**src/rtl/synth_pkg.sv**
```systemverilog
//------------------------------------------------------------------------------
// Module      : synth_pkg
// Description : Shared synth constants and helpers (CIC sizing, PCM coding).
// Revision    : 1.0 - initial release
//------------------------------------------------------------------------------
`default_nettype none

package synth_pkg;

    localparam int OUTPUT_BITS_DEFAULT = 12;

    // Register width needed by a second-order CIC with decimation 2^log2r
    function automatic int cic_width(input int log2r);
        return 2 * log2r + 1;
    endfunction

    // Offset-binary <-> two's complement is a flip of the MSB in either direction
    function automatic logic [OUTPUT_BITS_DEFAULT-1:0] offset_to_twos(
        input logic [OUTPUT_BITS_DEFAULT-1:0] v
    );
        return v ^ {1'b1, {(OUTPUT_BITS_DEFAULT-1){1'b0}}};
    endfunction

endpackage

`default_nettype wire

```
**src/rtl/cic_integrator.sv**
```systemverilog
//------------------------------------------------------------------------------
// Module      : cic_integrator
// Description : WIDTH-bit wrapping accumulator with clock enable.
// Revision    : 1.0 - initial release
//------------------------------------------------------------------------------
`default_nettype none

module cic_integrator #(
    parameter int WIDTH = 13
) (
    input  logic             clk,
    input  logic             rst,
    input  logic             en,
    input  logic [WIDTH-1:0] din,
    output logic [WIDTH-1:0] acc
);

    logic [WIDTH-1:0] r_acc;

    // Modular wrap is intentional; the comb differences cancel it
    always_ff @(posedge clk) begin
        if (rst) begin
            r_acc <= '0;
        end else if (en) begin
            r_acc <= r_acc + din;
        end
    end

    assign acc = r_acc;

endmodule

`default_nettype wire

```
**src/rtl/pdm_decimator.sv**
```systemverilog
//------------------------------------------------------------------------------
// Module      : pdm_decimator
// Description : 1-bit PDM to signed PCM via second-order CIC, valid/ready out.
// Revision    : 1.0 - initial release
//------------------------------------------------------------------------------
`default_nettype none

module pdm_decimator
    import synth_pkg::*;
#(
    parameter int OUTPUT_BITS     = OUTPUT_BITS_DEFAULT,
    parameter int DECIMATION_LOG2 = 6
) (
    input  logic                   clk,
    input  logic                   rst,
    input  logic                   en,
    input  logic                   pdm_in,
    output logic [OUTPUT_BITS-1:0] dout,
    output logic                   dout_valid,
    input  logic                   dout_ready,
    output logic                   overrun
);

    localparam int c_cic_w = cic_width(DECIMATION_LOG2);
    localparam logic [OUTPUT_BITS-1:0] c_msb = {1'b1, {(OUTPUT_BITS-1){1'b0}}};

    generate
        if (2 * DECIMATION_LOG2 != OUTPUT_BITS) begin : g_bad_param
            $error("pdm_decimator: DECIMATION_LOG2 must equal OUTPUT_BITS/2");
        end
    endgenerate

    logic                       r_pdm_q;
    logic [DECIMATION_LOG2-1:0] r_cnt;
    logic [c_cic_w-1:0]         w_int1_in;
    logic [c_cic_w-1:0]         w_int1;
    logic [c_cic_w-1:0]         w_int2;
    logic [c_cic_w-1:0]         r_c1;
    logic [c_cic_w-1:0]         r_z1;
    logic [c_cic_w-1:0]         r_c2;
    logic [c_cic_w-1:0]         r_z2;
    logic                       r_stb1;
    logic                       r_stb2;
    logic [1:0]                 r_warm;
    logic [OUTPUT_BITS-1:0]     r_dout;
    logic                       r_valid;
    logic                       r_overrun;
    logic                       w_dec_edge;
    logic [OUTPUT_BITS-1:0]     w_sat;

    always_ff @(posedge clk) begin
        if (rst) begin
            r_pdm_q <= 1'b0;
            r_cnt   <= '0;
        end else if (en) begin
            r_pdm_q <= pdm_in;
            r_cnt   <= r_cnt + 1'b1;
        end
    end

    assign w_int1_in  = {{(c_cic_w-1){1'b0}}, r_pdm_q};
    assign w_dec_edge = en && (r_cnt == '1);

    cic_integrator #(.WIDTH(c_cic_w)) u_int1 (
        .clk (clk),
        .rst (rst),
        .en  (en),
        .din (w_int1_in),
        .acc (w_int1)
    );

    cic_integrator #(.WIDTH(c_cic_w)) u_int2 (
        .clk (clk),
        .rst (rst),
        .en  (en),
        .din (w_int1),
        .acc (w_int2)
    );

    // Combs run off their strobes only, so an issued decimation always completes
    always_ff @(posedge clk) begin
        if (rst) begin
            r_c1   <= '0;
            r_z1   <= '0;
            r_c2   <= '0;
            r_z2   <= '0;
            r_stb1 <= 1'b0;
            r_stb2 <= 1'b0;
        end else begin
            r_stb1 <= w_dec_edge;
            r_stb2 <= r_stb1;
            if (w_dec_edge) begin
                r_c1 <= w_int2 - r_z1;
                r_z1 <= w_int2;
            end
            if (r_stb1) begin
                r_c2 <= r_c1 - r_z2;
                r_z2 <= r_c1;
            end
        end
    end

    // Full-scale DC lands exactly on 2^OUTPUT_BITS, one code past the top
    assign w_sat = (|r_c2[c_cic_w-1:OUTPUT_BITS]) ? '1 : r_c2[OUTPUT_BITS-1:0];

    always_ff @(posedge clk) begin
        if (rst) begin
            r_warm    <= '0;
            r_dout    <= '0;
            r_valid   <= 1'b0;
            r_overrun <= 1'b0;
        end else if (r_stb2) begin
            if (r_warm < 2'd2) begin
                r_warm <= r_warm + 2'd1;
                if (r_valid && dout_ready) begin
                    r_valid <= 1'b0;
                end
            end else begin
                r_dout  <= w_sat ^ c_msb;
                r_valid <= 1'b1;
                if (r_valid && !dout_ready) begin
                    r_overrun <= 1'b1;
                end
            end
        end else if (r_valid && dout_ready) begin
            r_valid <= 1'b0;
        end
    end

    assign dout       = r_dout;
    assign dout_valid = r_valid;
    assign overrun    = r_overrun;

endmodule

`default_nettype wire

```
**config.mk**
```make
export PLATFORM = sky130hd
export DESIGN_NAME = pdm_decimator
export DESIGN_NICKNAME = d
export VERILOG_FILES = /design/src/rtl/synth_pkg.sv /design/src/rtl/cic_integrator.sv /design/src/rtl/pdm_decimator.sv
export SDC_FILE = /design/constraint.sdc
export NUM_CORES = 1
export LEC_CHECK = 0
export CAP_MARGIN = 20
export CORE_MARGIN = 4
export CORE_UTILIZATION = 45
export CTS_BUF_LIST = sky130_fd_sc_hd__clkbuf_8
export CTS_CLUSTER_DIAMETER = 50
export DETAILED_ROUTE_END_ITERATION = 8
export PLACE_DENSITY_LB_ADDON = 0.12
export SYNTH_ARGS = -nofsm -noshare
export SYNTH_HDL_FRONTEND = slang
export SYNTH_SLANG_ARGS = --single-unit
```
**constraint.sdc**
```tcl
create_clock -name clk -period 4.3 [get_ports clk]
set_input_delay 1.075 -clock clk [delete_from_list [all_inputs] [get_ports clk]]
set_output_delay 1.075 -clock clk [all_outputs]
set_load 0.01 [all_outputs]
```
==> impl_metrics.json, run 1 <==
{
  "outcome": "completed",
  "final_common_cell": "dfxtp_1",
  "ir_worst_vdd_mv": 0.2307,
  "die_w_um": 116.9,
  "vias_per_cell": 5.174,
  "synthDistinctLibCells": 50,
  "synth-adder-area-share": 0.1028,
  "synth_area_leaders": "dfxtp_1 (39%), ha_1 (9.2%), mux2i_1 (5.8%)",
  "slowest_stage": "clkdlybuf4s50_1",
  "clk_pin_slew_ps": 100,
  "antenna_found_initial": 0,
  "place_congestion": 0.8114,
  "totalWireLength_um": 10320,
  "post-cts-setup-buffers": 0,
  "dieArea_um2": 13660,
  "slowest_delay_ps": 480,
  "drtIter0Drc": 144,
  "cts_sinks": 103,
  "maxCapViolations": 0,
  "skew_ps": 11.31,
  "power.total_mw": 1.750,
  "fin_crit_sh": 0.6137,
  "crit_path_cell_trace": "clkdlybuf4s50_1 > buf_4 > and3_1 > nand4_1 > or3_1 > a21oi_1",
  "reg2reg_depth": 10,
  "row_count": 39,
  "final_layout_size_suffix_gt1_frac": 0.04644,
  "cp_num_buf_inv": 2,
  "grt_pass1_vias": 3930,
  "r2r-end": "r_c2[12]",
  "synthMuxAreaShare": 0.06030,
  "synthesis.area_um2": 5333,
  "initial_utilization": 0.4631,
  "grt_max_degree": 91,
  "ys_async_sr_fraction": 0,
  "timing.slew.headroom": 0.3916,
  "firstDrtPassIters": 4,
  "synth_edf_count": 0,
  "synth_seq_cells": 103,
  "io_buffers": 18,
  "cts-resized-gates": 0,
  "avgSynthCellArea_um2": 8.398,
  "cts-root-buf": "clkbuf_8",
  "synthFlopType": "dfxtp_1",
  "finalSetupViolCount": 0,
  "holdPathStages": 2,
  "hold_viol": 0,
  "wl_per_cell_um": 13.07,
  "worstHoldStart": "r_z1[10]",
  "clk_path_buf_depth": 2,
  "cts_tree": "done",
  "worstPathArrival_ps": 2940,
  "yosysWarnings": 0,
  "synth_cells": 635,
  "place_ws_ps": 1252,
  "tns_ps": 0,
  "synth-compound-area-share": 0.1445,
  "worstSetupPathType": "in -> reg",
  "yosys.area.top_type": "dfxtp_1",
  "io_pins": 19,
  "drc": 0,
  "synth-xor-area-share": 0.06077,
  "synth_nets": 682,
  "diodes": 0,
  "multi_input_comb_area_um2": 3042,
  "rsz0062_at_grt": "false",
  "yosysTopAreaCellShare": 0.3867,
  "crit_fanout": 25,
  "area_growth_pct": 9.855,
  "min_path_type": "reg -> reg",
  "hold_end": "r_z1[10]",
  "worst_skew_pair.late_latency_ps": 380,
  "fmax_ghz": 0.3789,
  "final_cell_mix": "dfxtp_1 (103), nor2_1 (82), nand2_1 (64)",
  "leakage_nw": 2.297,
  "cts_buffers": 9,
  "core_region_area_um2": 11520,
  "hpwlAfterDp_um": 7311,
  "ant_nets": 0,
  "vias": 4082,
  "p_per_area_nw_per_um2": 298.7,
  "grt-ovfl-total": 0,
  "endpoint_kind": "register",
  "r2r_start": "r_c1[0]",
  "grt_first_pass_wirelength_um": 17890,
  "layout.nets": 688,
  "worst_slew_pin_slew_ps": 912.6,
  "crit_family": "simple AND/OR/NAND/NOR gates",
  "fillers": 1124,
  "synth_top_family_by_area": "simple AND/OR/NAND/NOR gates",
  "die_y_um": 116.9,
  "reg2reg_setup_slack_ps": 1850,
  "htreeDepth": 3,
  "grt_usage": 0.1622,
  "slew_violations": 0,
  "setup_ws_ps": 1661,
  "cp.required_ps": 4610,
  "worst_setup_path_start_kind": "input port",
  "ctsHoldBuffers": 0,
  "final.min_clock_period_ps": 2639,
  "seq_area_um2": 2062,
  "synthSimpleGateAreaFrac": 0.2020,
  "ys_seq_area_frac": 0.3867
}
==> stage by stage <==
stage	hold WS, ps	std cells	instance area, um^2	util
floorplan	436.3	635	5333	-
global placement	442.2	773	5614	0.4875
detailed placement	446.3	773	5614	0.4875
CTS	460.2	789	5858	0.5087
global route	477.6	789	5858	0.5087
finish	458.6	789	5858	0.5087
==> cells in the mapped netlist, types with 2 or more instances <==
| cell type | n |
|---|---|
| nand4_1 | 6 |
| nand3_1 | 6 |
| o22ai_1 | 2 |
| or2_2 | 2 |
| o21a_1 | 8 |
| nand2_1 | 64 |
| ha_1 | 39 |
| o21ai_0 | 22 |
| a31oi_1 | 3 |
| and3_1 | 8 |
| or3_1 | 9 |
| nor2b_1 | 7 |
| clkbuf_1 | 17 |
| buf_2 | 3 |
| a211oi_1 | 12 |
| inv_1 | 32 |
| a21oi_1 | 50 |
| mux2i_1 | 31 |
| nor3_1 | 29 |
| fa_1 | 3 |
| xnor2_1 | 22 |
| a21o_1 | 12 |
| nand3b_1 | 3 |
| xor2_1 | 15 |
| nor2_1 | 82 |
| dfxtp_1 | 103 |
| o21bai_1 | 3 |
| o21ai_1 | 3 |
| nand2b_1 | 9 |
| nor4_1 | 2 |
| buf_1 | 7 |
| nor3b_1 | 3 |
==> kinds of logic after synthesis <==
family,after synthesis
simple gates,235
compound gates,126
flops,103
buf+inv,60
fa+ha+maj,42
xor+xnor,37
mux,32
==> worst max-delay path by stage <==
stage	startpoint	endpoint	slack, ps	depth (start not counted)
floorplan	en	r_c1[4]	1970	7
global placement	en	u_int1.acc[11]	1330	6
detailed placement	en	u_int1.acc[11]	1250	6
CTS	en	u_int1.acc[11]	1660	6
global route	en	u_int1.acc[11]	1520	6
finish	en	u_int1.acc[11]	1660	6
==> report_power, final <==
part | switching, mW | internal (mW)
Clock | 0.345 | 0.388
Sequential | 0.00393 | 0.957
Combinational | 0.0344 | 0.0209
Total | 0.383 | 1.37
==> registers in the layout, summed over array words and instances, names as in the netlist <==
signal,cells
r_c1,13
r_c2,13
r_z1,13
r_z2,13
u_int1.acc,13
u_int2.acc,13
dout,12
r_cnt,6
r_warm,2
dout_valid,1
overrun,1
r_pdm_q,1
r_stb1,1
r_stb2,1
==> metal layers <==
layer | global-route usage | up-vias | wire, um
met5 | 0 | - | 0
met4 | 0.04740 | 0 | 136
met2 | 0.2556 | 27 | 4435
met3 | 0.04010 | 11 | 234
met1 | 0.2211 | 1860 | 5509
li1 | - | 2184 | -
==> area by class of cell <==
type | instances | share of cell area
inverters | 33 | 0.02114
multi-input cells | 472 | 0.5192
well taps | 143 | 0.03054
repair buffers | 22 | 0.03545
flip-flops and latches | 103 | 0.3520
clock inverters | 7 | 0.02050
clock buffers | 9 | 0.02114
==> worst reg2reg max path: stages, from the launching register on <==
cell and delay [ps]:
dfxtp_1 370, inv_1 50, ha_1 220, fa_1 420
nor2b_1 160, o31a_1 170, o21ai_1 110, a211oi_1 410
o21ai_1 150, xnor2_1 140, a21o_1 170
No activity file was read; power rests on OpenSTA's default activity.
==> run 2: changes to the inputs <==
==> constraint.sdc (replaced) <==
create_clock -name clk -period 2.6 [get_ports clk]
set_input_delay 0.65 -clock clk [delete_from_list [all_inputs] [get_ports clk]]
set_output_delay 0.65 -clock clk [all_outputs]
set_load 0.01 [all_outputs]
==> impl_metrics.json, run 2 (same netlist as run 1, synthesis figures left out) <==
{
  "final_cell_mix": "dfxtp_1 (103), nor2_1 (82), nand2_1 (64)",
  "place_congestion": 0.7986,
  "p_comb_frac": 0.036,
  "core_region_area_um2": 11520,
  "switching_share": 0.2284,
  "io_buffers": 18,
  "initial_utilization": 0.4631,
  "placed_area_um2": 5649,
  "worst_skew_pair.late_latency_ps": 370,
  "fin_crit_sh": 0.9303,
  "timing.slew.headroom": 0.5845,
  "maxCapViolations": 0,
  "firstDrtPassIters": 4,
  "seq_area_um2": 2062,
  "setup_ws_ps": 181.3,
  "drc": 0,
  "cp_num_buf_inv": 0,
  "diodes": 0,
  "worst_setup_path_start_kind": "register",
  "tns_ps": 0,
  "p_per_area_nw_per_um2": 441.0,
  "vias_per_cell": 5.244,
  "final_area_um2": 5819,
  "final_layout_size_suffix_gt1_frac": 0.04784,
  "cp.required_ps": 2840,
  "final_common_cell": "dfxtp_1",
  "place_ws_ps": 130.8,
  "slowest_stage": "fa_1",
  "outcome": "completed",
  "hold_viol": 0,
  "cts-root-buf": "clkbuf_8",
  "cts_buffers": 9,
  "cts_sinks": 103,
  "clk_path_buf_depth": 2,
  "drtIter0Drc": 203,
  "worst_slew_pin_slew_ps": 622.4,
  "antenna_found_initial": 0,
  "finalSetupViolCount": 0,
  "fmax_ghz": 0.4135,
  "p_seq_frac": 0.619,
  "grt_usage": 0.1623,
  "io_pins": 19,
  "skew_ps": 6.125,
  "die_y_um": 116.9,
  "grt_pass1_vias": 3907,
  "p_switching_uw": 586.1,
  "ant_nets": 0,
  "internal_power_mw": 1.980,
  "grt_first_pass_wirelength_um": 17840,
  "worstSetupPathType": "reg -> reg",
  "vias": 4148,
  "totalWireLength_um": 10100,
  "row_count": 39,
  "slowest_delay_ps": 440,
  "power_frac_clock": 0.344,
  "fin_hold_ws_ps": 459.0,
  "slew_violations": 0,
  "leakage_nw": 2.283,
  "rsz0062_at_grt": "false",
  "hpwlAfterDp_um": 7393,
  "clk_pin_slew_ps": 80,
  "die_w_um": 116.9,
  "ir_worst_vdd_mv": 0.3418,
  "dieArea_um2": 13660,
  "crit_path_cell_trace": "ha_1 > fa_1 > a211oi_1 > nor4_1 > nor3_2 > a21oi_1 > mux2i_1 > xnor2_1 > nor2_1",
  "multi_input_comb_area_um2": 3047,
  "layout.nets": 691,
  "wl_per_cell_um": 12.77,
  "area_growth_pct": 9.127,
  "cts_tree": "done",
  "final.min_clock_period_ps": 2419,
  "min_path_type": "reg -> reg",
  "endpoint_kind": "register",
  "grt-ovfl-total": 0,
  "crit_family": "adder cells",
  "fillers": 1129,
  "worstPathArrival_ps": 2660,
  "htreeDepth": 3,
  "grt_max_degree": 62,
  "crit_fanout": 4
}
## run 2: metal layers
layer  share of wire  GRT usage  wire length (um)  vias up
met3           0.034    0.02931               341       13
met1            0.53     0.2288              5369     1880
met4           0.018    0.06193               177        0
met5               0          0                 0        -
li1                -          -                 -     2210
met2            0.42     0.2476              4212       45
## run 2: final timing paths
check	depth (start not counted)	slack, ps	start	to
setup reg to reg	9	180	u_int2.acc[0]	u_int2.acc[12]
hold / removal	2	460	r_z1[11]	r_z1[11]
setup / recovery	9	180	u_int2.acc[0]	u_int2.acc[12]
hold reg to reg	2	460	r_z1[11]	r_z1[11]
## run 2: worst min-delay path: cells and delay by family (launching register included)
family	cells	cell delay, ps
AOI/OAI and AO/OA	1	50
and+or+nand+nor	1	50
DFF	1	320
## run 2: area by class of cell
type	count	area share
clock buffers	10	0.02365
inverters	33	0.02129
clock inverters	5	0.004730
flip-flops and latches	103	0.3543
repair buffers	25	0.04171
well taps	143	0.03075
multi-input cells	472	0.5235
## run 2: power groups by stage
stage | Combinational [mW] | Sequential, mW | Clock, mW
after floorplan | 0.0729 | 1.63 | 0
after global placement | 0.0930 | 1.63 | 0
after detailed placement | 0.0947 | 1.63 | 0
after CTS | 0.0949 | 1.59 | 0.925
after global routing | 0.107 | 1.59 | 0.997
final | 0.0932 | 1.59 | 0.883
## run 2: metrics by stage
step,instances,util,power [mW]
2_1_floorplan,635,-,1.698
3_3_place_gp,776,0.4905,1.720
3_5_place_dp,776,0.4905,1.722
4_1_cts,791,0.5049,2.610
5_1_grt,791,0.5053,2.696
6_report,791,0.5053,2.566
## run 2: repair_timing
| item | 4_1_cts | 5_1_grt |
|---|---|---|
| hold buffers | 0 | 0 |
| endpoints found under the setup margin | 0 | 2 |
| resized for setup | 0 | 1 |
| setup buffers | 0 | 0 |
